### src/rtl/seg_pkg.sv
// Shared types and constants for the dynamic-scan 7-segment scheduler.
package seg_pkg;

  localparam logic [7:0]  SEG_BLANK     = 8'hFF;
  localparam int unsigned DIGITS_DEF    = 6;
  localparam int unsigned DWELL_CYC_DEF = 50000;
  localparam int unsigned BLANK_CYC_DEF = 500;

  typedef enum logic [2:0] {
    IDLE,
    SEND_BLANK,
    BLANK_WAIT,
    SEND_DIGIT,
    DWELL
  } state_e;

endpackage

### src/rtl/seg_pattern_ram.sv
// Per-digit segment pattern store: reset-to-blank registers, one write port, async read.
module seg_pattern_ram
  import seg_pkg::*;
#(
  parameter int unsigned DIGITS = DIGITS_DEF
) (
  input  logic       clk,
  input  logic       rst,
  input  logic       wr_en,
  input  logic [2:0] wr_addr,
  input  logic [7:0] wr_data,
  input  logic [2:0] rd_addr,
  output logic [7:0] rd_data_c
);

  logic [7:0] mem_q [DIGITS];
  logic [7:0] mem_d [DIGITS];

  // Addresses at or beyond DIGITS match no entry, so such writes drop out.
  always_comb begin
    for (int i = 0; i < int'(DIGITS); i++) begin
      mem_d[i] = mem_q[i];
      if (wr_en && (wr_addr == 3'(i))) mem_d[i] = wr_data;
    end
  end

  always_comb begin
    rd_data_c = SEG_BLANK;
    for (int i = 0; i < int'(DIGITS); i++) begin
      if (rd_addr == 3'(i)) rd_data_c = mem_q[i];
    end
  end

  always_ff @(posedge clk) begin
    for (int i = 0; i < int'(DIGITS); i++) begin
      if (rst) mem_q[i] <= SEG_BLANK;
      else     mem_q[i] <= mem_d[i];
    end
  end

endmodule

### src/rtl/seg_scan_sched.sv
// Dynamic-scan scheduler: alternates blank and digit frames to the 74HC595 shifter
// over valid/ready, holding each digit for a dwell time measured from acceptance.
module seg_scan_sched
  import seg_pkg::*;
#(
  parameter int unsigned DIGITS    = DIGITS_DEF,
  parameter int unsigned DWELL_CYC = DWELL_CYC_DEF,
  parameter int unsigned BLANK_CYC = BLANK_CYC_DEF
) (
  input  logic              sys_clk,
  input  logic              sys_rst,
  input  logic              wr_en,
  input  logic [2:0]        wr_addr,
  input  logic [7:0]        wr_data,
  input  logic              scan_en,
  input  logic              blank_all,
  input  logic              tx_ready,
  output logic              tx_valid,
  output logic [DIGITS-1:0] sel,
  output logic [7:0]        seg,
  output logic [2:0]        cur_digit,
  output logic              frame_done
);

  localparam int unsigned MAX_CYC = (DWELL_CYC > BLANK_CYC) ? DWELL_CYC : BLANK_CYC;
  localparam int unsigned TMR_W   = (MAX_CYC > 1) ? $clog2(MAX_CYC) : 1;

  state_e              state_q, state_d;
  logic [TMR_W-1:0]    timer_q, timer_d;
  logic [2:0]          idx_q, idx_d;
  logic                tx_valid_q, tx_valid_d;
  logic [DIGITS-1:0]   sel_q, sel_d;
  logic [7:0]          seg_q, seg_d;
  logic [2:0]          cur_digit_q, cur_digit_d;
  logic                frame_done_q, frame_done_d;
  logic [7:0]          entry_c;
  logic                xfer_c;

  seg_pattern_ram #(.DIGITS(DIGITS)) u_ram (
    .clk       (sys_clk),
    .rst       (sys_rst),
    .wr_en     (wr_en),
    .wr_addr   (wr_addr),
    .wr_data   (wr_data),
    .rd_addr   (idx_q),
    .rd_data_c (entry_c)
  );

  assign xfer_c = tx_valid_q & tx_ready;

  // Next-state: offers are registered alongside the state change, so sel/seg
  // only move when a new frame is launched and stay frozen until transfer.
  always_comb begin
    state_d      = state_q;
    timer_d      = timer_q;
    idx_d        = idx_q;
    tx_valid_d   = tx_valid_q;
    sel_d        = sel_q;
    seg_d        = seg_q;
    cur_digit_d  = cur_digit_q;
    frame_done_d = 1'b0;
    unique case (state_q)
      IDLE: begin
        if (scan_en) begin
          state_d    = SEND_BLANK;
          tx_valid_d = 1'b1;
          sel_d      = '0;
          seg_d      = SEG_BLANK;
        end
      end
      SEND_BLANK: begin
        if (xfer_c) begin
          state_d    = BLANK_WAIT;
          tx_valid_d = 1'b0;
          timer_d    = '0;
        end
      end
      BLANK_WAIT: begin
        if (timer_q == TMR_W'(BLANK_CYC - 1)) begin
          if (!scan_en) begin
            state_d = IDLE;
          end else begin
            state_d    = SEND_DIGIT;
            tx_valid_d = 1'b1;
            sel_d      = DIGITS'(1) << idx_q;
            seg_d      = blank_all ? SEG_BLANK : entry_c;
          end
        end else begin
          timer_d = timer_q + TMR_W'(1);
        end
      end
      SEND_DIGIT: begin
        if (xfer_c) begin
          state_d     = DWELL;
          tx_valid_d  = 1'b0;
          cur_digit_d = idx_q;
          timer_d     = '0;
        end
      end
      DWELL: begin
        if (timer_q == TMR_W'(DWELL_CYC - 1)) begin
          // The blank frame is always sent so a stopped scan parks dark.
          state_d      = SEND_BLANK;
          tx_valid_d   = 1'b1;
          sel_d        = '0;
          seg_d        = SEG_BLANK;
          frame_done_d = (idx_q == 3'(DIGITS - 1));
          idx_d        = (idx_q == 3'(DIGITS - 1)) ? 3'd0 : idx_q + 3'd1;
        end else begin
          timer_d = timer_q + TMR_W'(1);
        end
      end
      default: state_d = IDLE;
    endcase
  end

  always_ff @(posedge sys_clk) begin
    if (sys_rst) begin
      state_q      <= IDLE;
      timer_q      <= '0;
      idx_q        <= 3'd0;
      tx_valid_q   <= 1'b0;
      sel_q        <= '0;
      seg_q        <= SEG_BLANK;
      cur_digit_q  <= 3'd0;
      frame_done_q <= 1'b0;
    end else begin
      state_q      <= state_d;
      timer_q      <= timer_d;
      idx_q        <= idx_d;
      tx_valid_q   <= tx_valid_d;
      sel_q        <= sel_d;
      seg_q        <= seg_d;
      cur_digit_q  <= cur_digit_d;
      frame_done_q <= frame_done_d;
    end
  end

  assign tx_valid   = tx_valid_q;
  assign sel        = sel_q;
  assign seg        = seg_q;
  assign cur_digit  = cur_digit_q;
  assign frame_done = frame_done_q;

endmodule

### config.mk
export PLATFORM = sky130hd
export DESIGN_NAME = seg_scan_sched
export DESIGN_NICKNAME = d
export VERILOG_FILES = /design/src/rtl/seg_pkg.sv /design/src/rtl/seg_pattern_ram.sv /design/src/rtl/seg_scan_sched.sv
export SDC_FILE = /design/constraint.sdc
export NUM_CORES = 1
export LEC_CHECK = 0
export ABC_CLOCK_PERIOD_IN_PS = 2100
export CAP_MARGIN = 5
export CORE_ASPECT_RATIO = 1.25
export CORE_MARGIN = 2
export CORE_UTILIZATION = 23
export DETAILED_ROUTE_END_ITERATION = 10
export GPL_ROUTABILITY_DRIVEN = 0
export GPL_TIMING_DRIVEN = 1
export PLACE_DENSITY_LB_ADDON = 0.12
export SYNTH_ARGS = -nofsm -noshare
export SYNTH_HDL_FRONTEND = slang
export SYNTH_SLANG_ARGS = --single-unit
### constraint.sdc
create_clock -name sys_clk -period 2.1 [get_ports sys_clk]
set_input_delay 0.21 -clock sys_clk [delete_from_list [all_inputs] [get_ports sys_clk]]
set_output_delay 0.21 -clock sys_clk [all_outputs]
set_load 0.05 [all_outputs]
# After elaboration in Yosys (flattened, before gate mapping)
# Memories as Yosys holds them, arrays and structs flattened.
# Cells that the tools add are included.
# op_classes
reduce_logical	20
shift	1
eq_ne	25
bitwise_logic	9
muxes	49
add_sub_neg	2
# op_table
cell	count
2-to-1 mux 8 bit	23
2-to-1 mux 16 bit	3
case mux 16 bit (3 select lines)	1
2-to-1 mux 6 bit	4
case mux 8 bit (3 select lines)	1
equality test 3 x 2 -> 1 bit (second input constant)	6
2-to-1 mux 3 bit	6
case mux 6 bit (3 select lines)	1
adder 16 x 1 -> 16 bit (second input constant)	1
equality test 16 bit (second input constant)	1
equality test 16 x 9 -> 1 bit (second input constant)	1
inequality test 2 bit (second input constant)	8
equality test 3 bit (second input constant)	5
case mux 3 bit (5 select lines)	1
AND reduction 5 bit	2
equality test 3 x 1 -> 1 bit (second input constant)	3
zero test 3 bit	3
AND reduction 4 bit	2
2-to-1 mux 1 bit	7
logical AND 1 bit	6
bitwise OR 1 bit	6
nonzero test 3 bit	2
<< shifter 1 x 3 -> 6 bit (first input constant)	1
case mux 1 bit (4 select lines)	1
9 further kinds	11
# totals
register_bits	41
mem_count	1
ram_bits	48
inputBits	17
wordCells	115
# memory_table
name	words	width	read_ports	rd_clocked_by_memory_dff	wr	line_no	text
u_ram.mem_q	6	8	6	0	6	seg_pattern_ram.sv:16	logic [7:0] mem_q [DIGITS];

# Depth between registers and ports, before layout
# Gate-level depths: netlist (run 1).
# depth
ltp_word	11
depth_mapped	9

# Cells and area by module
# Synthesis (run 1) repeated with hierarchy kept, for this count alone.
# unflattened
hier_cells	463
hier_area_um2	4165.2
# by_module_without_submodules
module	instances	area_per_inst_um2	cells_each
seg_pattern_ram	1	2189.6	232
seg_scan_sched	1	1975.6	231

# Worst setup path after synthesis (run 1)
# No wires, ideal clock.
# synth_timing
path_kind	register to register
start	register idx_q[0]
end	register seg_q[2], in the netlist seg[2]
t_arrival_ns	1.861
path_buffers	2
path_slack_ns	0.118
path_stages_with_launch	9
period_less_slack_ns	1.982
required_time_ns	1.979
setup_time_ns	0.121
path_cell_list	dfxtp_1 > clkbuf_1 > clkbuf_1 > and2_1 > ha_1 > o21ai_0 > or2_2 > a21oi_1 > mux2i_1
# synth_via
elab_chain_cells	11
word_cells_on_any_way	16
classes_between	5 x eq/ne; 10 x mux; 1 x reduce/logical
# synth_rtl
item	line_no	text
start: declaration	seg_scan_sched.sv:30	logic [2:0] idx_q, idx_d;
start signal: assignment	seg_scan_sched.sv:130	idx_q <= idx_d;
zero test 3 bit	seg_pattern_ram.sv:30	if (rd_addr == 3'(i)) rd_data_c = mem_q[i];
2-to-1 mux 8 bit (5 in a row)	seg_pattern_ram.sv:30	
2-to-1 mux 8 bit (*)	seg_pattern_ram.sv:30	
2-to-1 mux 8 bit (*)	seg_scan_sched.sv:86	seg_d = blank_all ? SEG_BLANK : entry_c;
2-to-1 mux 8 bit (*)	seg_scan_sched.sv:80	if (!scan_en) begin
2-to-1 mux 8 bit (*)	seg_scan_sched.sv:79	if (timer_q == TMR_W'(BLANK_CYC - 1)) begin
case mux 8 bit (3 select lines) (*)	seg_scan_sched.sv:62	unique case (state_q)
end signal: assignment	seg_scan_sched.sv:133	seg_q <= seg_d;
end: declaration	seg_scan_sched.sv:33	logic [7:0] seg_q, seg_d;
# Every way passes the cells marked *; elsewhere a longest branch is shown, timed or not. The select of a mux whose other input is x is not followed.
# A chain may end at the register's enable or synchronous reset.

# Final worst setup path (run 1)
# layout_timing
start	register timer_q[0]
end	register sel_q[0], in the netlist sel[0]
# layout_via
elab_chain_cells	3
word_cells_on_any_way	5
classes_between	4 x eq/ne; 1 x reduce/logical
# layout_rtl
item	line_no	text
start: declaration	seg_scan_sched.sv:29	logic [TMR_W-1:0] timer_q, timer_d;
start signal: assignment	seg_scan_sched.sv:129	timer_q <= timer_d;
equality test 16 bit / equality test 16 x 9 -> 1 bit (equally long branches)	seg_scan_sched.sv:101, seg_scan_sched.sv:79	
inequality test 2 bit (no source line)	-	
AND reduction 5 bit (no source line) (*)	-	
end signal: assignment	seg_scan_sched.sv:132	sel_q <= sel_d;
end: declaration	seg_scan_sched.sv:32	logic [DIGITS-1:0] sel_q, sel_d;
# Every way passes the cells marked *; elsewhere a longest branch is shown, timed or not.

==> results of run 1 <==
[layer usage]
layer / global-route usage (%) / part of all wire [%] / up-vias / routed length (um)
li1: - / - / 1823 / -
met3: 1.67 / 2.4 / 15 / 288
met5: 0 / 0 / - / 0
met4: 5.34 / 1.7 / 0 / 201
met2: 22.1 / 51 / 56 / 6130
met1: 14.5 / 45 / 1743 / 5440
[report_power, final]
part | internal, W | switching [W] | leakage, nW
clock | 0.00110 | 0.000710 | 0.162
combinational | 0.000143 | 0.000180 | 1.04
sequential | 0.00173 | 0.0000320 | 0.723
total | 0.00298 | 0.000921 | 1.93
[final cells by class]
type | count | area, um2
multi-input combinational | 383 | 2370
timing repair buffer | 57 | 523
inverter | 5 | 18.8
sequential | 89 | 1780
clock inverter | 5 | 77.6
clock buffer | 11 | 253
fill | 1940 | 12900
tap | 228 | 285
[worst min-delay path, cell delays in order]
cell	delay, ns
buf_2	0.12
buf_4	0.21
nor2_1	0.11
[cell families after synthesis]
logic type / after synthesis
compound gates: 64
xor+xnor: 3
buf+inv: 33
mux: 45
simple gates: 269
fa+ha+maj: 2
flops: 89
[timing repair]
item                                    CTS  global route
endpoints found under the setup margin    0            16
gates resized for setup                   0             3
buffers inserted                          0             3
hold buffers                              0             0
[flip-flops by register name, summed over array words and instances (netlist names)]
register / count
cur_digit: 3
frame_done: 1
idx_q: 3
seg: 8
sel: 6
state_q: 3
timer_q: 16
tx_valid: 1
u_ram.mem_q: 48
[per-stage QoR]
stage / hold WS [ns] / total power, W / cells / util, % / worst slack (ns)
global route: 0.372 / 0.00406 / 778 / 29.1 / 0.0617
finish: 0.335 / 0.00390 / 778 / 29.1 / 0.186
global placement: 0.440 / 0.00212 / 759 / 27.1 / 0.160
detailed placement: 0.446 / 0.00213 / 759 / 27.1 / 0.0859
floorplan: 0.328 / 0.00201 / 505 / - / 0.118
CTS: 0.336 / 0.00396 / 775 / 28.9 / 0.0619
[path summary, 6_finish.rpt]
path	depth (start not counted)	startpoint	to	slack (ns)
worst max register to register	7	timer_q[0]$_SDFFE_PP0P_	sel[0]$_SDFFE_PP0P_	0.19
worst min register to register	2	u_ram.mem_q[1][12]$_SDFFE_PP1P_	u_ram.mem_q[1][12]$_SDFFE_PP1P_	0.46
worst max-delay path	7	timer_q[0]$_SDFFE_PP0P_	sel[0]$_SDFFE_PP0P_	0.19
worst min-delay path	3	sys_rst	cur_digit[1]$_SDFFE_PP0P_	0.33
[placed cells by master, fill, tap and decap left out, drive strengths merged, types with 3 or more instances in the layout]
master / count
nand2: 109
dfxtp: 89
nand3b: 40
mux2i: 37
clkdlybuf4s50: 34
a21oi: 27
nand2b: 27
nor2: 25
buf: 23
nand3: 15
nor2b: 12
clkbuf: 11
a211o: 10
mux2: 8
o22ai: 8
and2: 6
nand4: 6
or2: 6
a22oi: 6
inv: 5
nor3: 5
o21ai: 5
and3: 3
nor4: 3
and4: 3
==> reports/qor.txt, run 1 <==
ratio of cells with drive above 1 in the final layout - 10.9%
status - finished clean
count of standard-cell rows - 55
final net count - 564
Slew Limit Fails - 0
Synth Flop Type - dfxtp_1
CP Capture Type - register
Post-DP HPWL - 8460 um
crit path max fanout - 16
CP bufs+invs - 1
die area - 0.0198 mm2
GRT Total Usage - 12.3%
Hold Crit Class - in -> reg
Finished Cell Area - 0.00531 mm2
drt total wl - 12100 um
crit-path cells - ha_2 > nor4b_4 > nand4_1 > nor3b_1 > and3b_1 > buf_12 > mux2i_1
setup TNS - 0 ns
synthesized cell area - 0.00430 mm2
mux share of post-synthesis cell area - 10.7%
Via Count - 3637
compound-cell area share of the yosys netlist - 9.57%
DRC Markers - 0
achievable clock frequency - 0.523 GHz
Antenna Cells - 0
period utilization - 91.1%
Final Hold Violating Endpoints - 0
area share of and/or/nand/nor cells after synthesis - 33.2%
arrival time worst endpoint - 2.19 ns
most frequent cells after synthesis - 109 x nand2_1, 89 x dfxtp_1, 40 x nand3b_1
number of flops mapped to enable cells by yosys - 0
adder-cell share of the synthesized area - 0.582%
wire length per cell after detailed routing - 15.5 um
DRT iter0 DRCs - 194
pin slew with the least headroom to its limit - 0.747 ns
Placed Area - 0.00494 mm2
CTS tree - built
asr flop ratio synth - 0%
leading post-synthesis cells by cell area - dfxtp_1 41%, nand2_1 9.5%, mux2i_1 8.6%, nand3b_1 7.0%, nand2b_1 3.8%
Clock Pin Slew Worst Setup and Hold Paths - 0.06 ns
I/O Pins - 36
max_cap viols - 0
H-Tree Depth - 3
DR vias/cell - 4.67
most frequent cell after synthesis - nand2_1
Initial DRT Pass Iterations - 4
Setup crit start kind - register
initial antenna violation count - 0
register area share after synthesis - 41.4%
Root Buffer - clkbuf_16
Clock Tree Buf Depth - 2
peak supply drop - 0.351 mV
vias in the first global route - 3511
height of the chip - 157 um
worst stage delay on the critical path - 0.40 ns
Final Skew - 0.00755 ns
clock sinks - 89
cell taking the most area after synthesis - dfxtp_1
GRT overflow - 0
Initial Util - 23.6%
Core Area - 0.0182 mm2
Crit Path Category - reg -> reg
distinct cell type count after synthesis - 47
first-pass GRT wire length - 18900 um
synth warn - 0
CP Data Required Time - 2.37 ns
Top delay family on crit path - simple AND/OR/NAND/NOR gates
worst rel slew slack - 49.7%
Pwr Density - 735 mW/mm2
flops & latches, synth - 89
xor/xnor share of the synthesized area - 0.611%
CP max stage cell - dfxtp_1
Port Buffers - 35
TritonCTS buffer count - 9
largest family of logic cells by synthesized area - simple AND/OR/NAND/NOR gates
LEAKAGE - 1.93 nW
final setup vio count - 0
Layout area overhead - 23.4%
synthesized area per cell - 8.52 um2
die width - 126 um
post-layout min period - 1.91 ns
largest net degree at the start of global routing - 50
post-synthesis net count - 524
Synth Instances - 505
RSZ-0062 raised after global routing - false
Clock Latency Late Sink - 0.35 ns
Routed Antenna Nets - 0
top cell type's share of synthesized area - 41.4%
(Power assumes the default switching activity.)
==> run 2, diff against run 1 <==
- CORE_MARGIN: 2 -> 10
- GPL_TIMING_DRIVEN: 1 -> 0
==> run 2 against run 1 <==
Non-clock buffer count is 4 higher; power is 3.1% lower; setup slack worse by 0.096 ns; maximum frequency is 4.8% lower; hold slack better by 0.13 ns; clock power is 7% lower; core utilization is 0.096 points lower; final cell count is 0.51% higher; design area is 0.33% lower; critical path type unchanged; critical endpoint is now sel[2]$_SDFFE_PP0P_.
==> reports/qor.txt, run 2 (synthesized netlist as in run 1, its figures left out) <==
CP max stage cell - dfxtp_4
storage element area - 0.00179 mm2
wire length per cell after detailed routing - 16.3 um
drt total wl - 12800 um
I/O Pins - 36
achievable clock frequency - 0.497 GHz
arrival time worst endpoint - 2.28 ns
Clock Tree Buf Depth - 2
top sig layer - met4
met1 wire length - 5920 um
die width - 142 um
Finished Cell Area - 0.00529 mm2
fillers - 1947
initial antenna violation count - 0
Placed Area - 0.00494 mm2
CP most frequent cell - buf_6
CP bufs+invs - 3
Combinational Power Share - 9.1%
worst rel slew slack - 31.8%
most frequent cells in the layout - 109 x nand2_1, 82 x dfxtp_1, 40 x nand3b_1, 37 x mux2i_1, 35 x clkdlybuf4s50_1
H-Tree Depth - 3
Clock Latency Late Sink - 0.35 ns
crit path max fanout - 10
RR Startpoint - timer_q[0]$_SDFFE_PP0P_
hold_buf cts - 0
count of standard-cell rows - 55
height of the chip - 173 um
max reg flops - 48
Hold Path Cell Cnt - 2
Crit Path Category - reg -> reg
largest net degree at the start of global routing - 17
final setup vio count - 0
Post-DP HPWL - 9370 um
TritonCTS buffer count - 9
Non-Filler Instances - 782
ratio of cells with drive above 1 in the final layout - 10.8%
Hold WS - 0.461 ns
final net count - 568
crit-path cells - ha_4 > and4b_1 > and4_4 > nand2b_4 > buf_6 > and3b_1 > buf_6 > buf_12 > mux2i_1
Core Area - 0.0182 mm2
Pwr Density - 714 mW/mm2
first-pass GRT wire length - 20300 um
Worst R2R End - sel[2]$_SDFFE_PP0P_
commonest non-fill, non-tap cell in the layout - nand2_1
FF-to-FF setup slack - 0.09 ns
Port Buffers - 35
Switching Share - 25.5%
post-layout min period - 2.01 ns
status - finished clean
Largest Register - u_ram.mem_q
Routed Antenna Nets - 0
LEAKAGE - 1.89 nW
Slew Limit Fails - 0
period utilization - 95.7%
hold path start - u_ram.mem_q[1][14]$_SDFFE_PP1P_
GRT Total Usage - 10.4%
Layout area overhead - 22.9%
clock sinks - 89
Antenna Cells - 0
Int Pwr - 0.00281 W
Flop pwr share - 46.5%
Detail Route met3 WL - 431 um
Final Hold Violating Endpoints - 0
CTS tree - built
max_cap viols - 0
post-layout util - 29.0%
Via Count - 3697
worst r2r path cells - 9
Top delay family on crit path - simple AND/OR/NAND/NOR gates
die area - 0.0246 mm2
multi-input logic area - 0.00239 mm2
end of the worst hold path - u_ram.mem_q[1][14]$_SDFFE_PP1P_
CP Capture Type - register
Initial DRT Pass Iterations - 5
DRT iter0 DRCs - 314
Hold Crit Class - reg -> reg
Clock Pin Slew Worst Setup and Hold Paths - 0.07 ns
worst stage delay on the critical path - 0.38 ns
met2 WL - 6200 um
peak supply drop - 0.383 mV
Setup crit start kind - register
DR vias/cell - 4.73
setup TNS - 0 ns
DRC Markers - 0
GRT overflow - 0
Final Skew - 0.0133 ns
Clock power frac - 44.4%
CP Data Required Time - 2.37 ns
placed instance count - 768
Switch Pwr - 0.000964 W
vias in the first global route - 3669
Root Buffer - clkbuf_16
pin slew with the least headroom to its limit - 1.01 ns
Initial Util - 23.6%
post-CTS setup repair buffer count - 0
==> run 2: how the worst max path moves through the flow <==
stage	slack [ns]	end	from	cells past startpoint
after floorplan	0.12	seg[2]$_SDFFE_PP1P_	idx_q[0]$_SDFFE_PP0N_	8
after global placement	-0.68	seg[7]$_SDFFE_PP1P_	idx_q[0]$_SDFFE_PP0N_	8
after detailed placement	-0.68	seg[7]$_SDFFE_PP1P_	idx_q[0]$_SDFFE_PP0N_	8
after CTS	0.02	sel[2]$_SDFFE_PP0P_	timer_q[4]$_SDFFE_PP0P_	8
after global routing	-0.04	seg[3]$_SDFFE_PP1P_	timer_q[10]$_SDFFE_PP0P_	8
final	0.09	sel[2]$_SDFFE_PP0P_	timer_q[0]$_SDFFE_PP0P_	9
==> run 2: timing repair <==
| item | CTS | global route |
|---|---|---|
| endpoints found under the setup margin | 22 | 24 |
| pin swaps | 1 | 3 |
| endpoints found under the hold margin | 0 | 0 |
| resized for setup | 11 | 9 |
==> run 2: worst register-to-register path: stages (launching register included) <==
cell and delay (ns):
dfxtp_4 0.38, ha_4 0.16, and4b_1 0.18, and4_4 0.26, nand2b_4 0.13, buf_6 0.14, and3b_1 0.18, buf_6 0.16
buf_12 0.16, mux2i_1 0.19
==> run 2: metrics by stage <==
| step | setup slack, ns | total power (W) |
|---|---|---|
| 6_report | 0.0897 | 0.00378 |
| 5_1_grt | -0.0381 | 0.00394 |
| 4_1_cts | 0.0163 | 0.00383 |
| 3_5_place_dp | -0.679 | 0.00214 |
| 3_3_place_gp | -0.684 | 0.00214 |
| 2_1_floorplan | 0.118 | 0.00201 |
==> run 2: power by group through the flow <==
stage | Clock [W] | Combinational (W) | Sequential, W
after global placement | 0 | 0.000344 | 0.00179
final | 0.00168 | 0.000344 | 0.00176
after floorplan | 0 | 0.000209 | 0.00180
after CTS | 0.00173 | 0.000349 | 0.00176
after global routing | 0.00180 | 0.000382 | 0.00176
after detailed placement | 0 | 0.000347 | 0.00179
==> run 2: metal layers <==
layer / track usage (%) / vias to the layer above
met3: 1.89 / 12
met1: 13.1 / 1759
met5: 0 / -
li1: - / 1841
met4: 4.39 / 0
met2: 16.9 / 85
==> run 2: area by class of cell <==
type / instances / share of cell area [%]
Buffer: 26 / 2.84
Timing Repair Buffer: 35 / 6.62
Clock buffer: 9 / 4.26
Clock inverter: 7 / 1.47
Inverter: 5 / 0.355
Tap cell: 228 / 5.39
Multi-Input combinational cell: 383 / 45.2
Sequential cell: 89 / 33.9
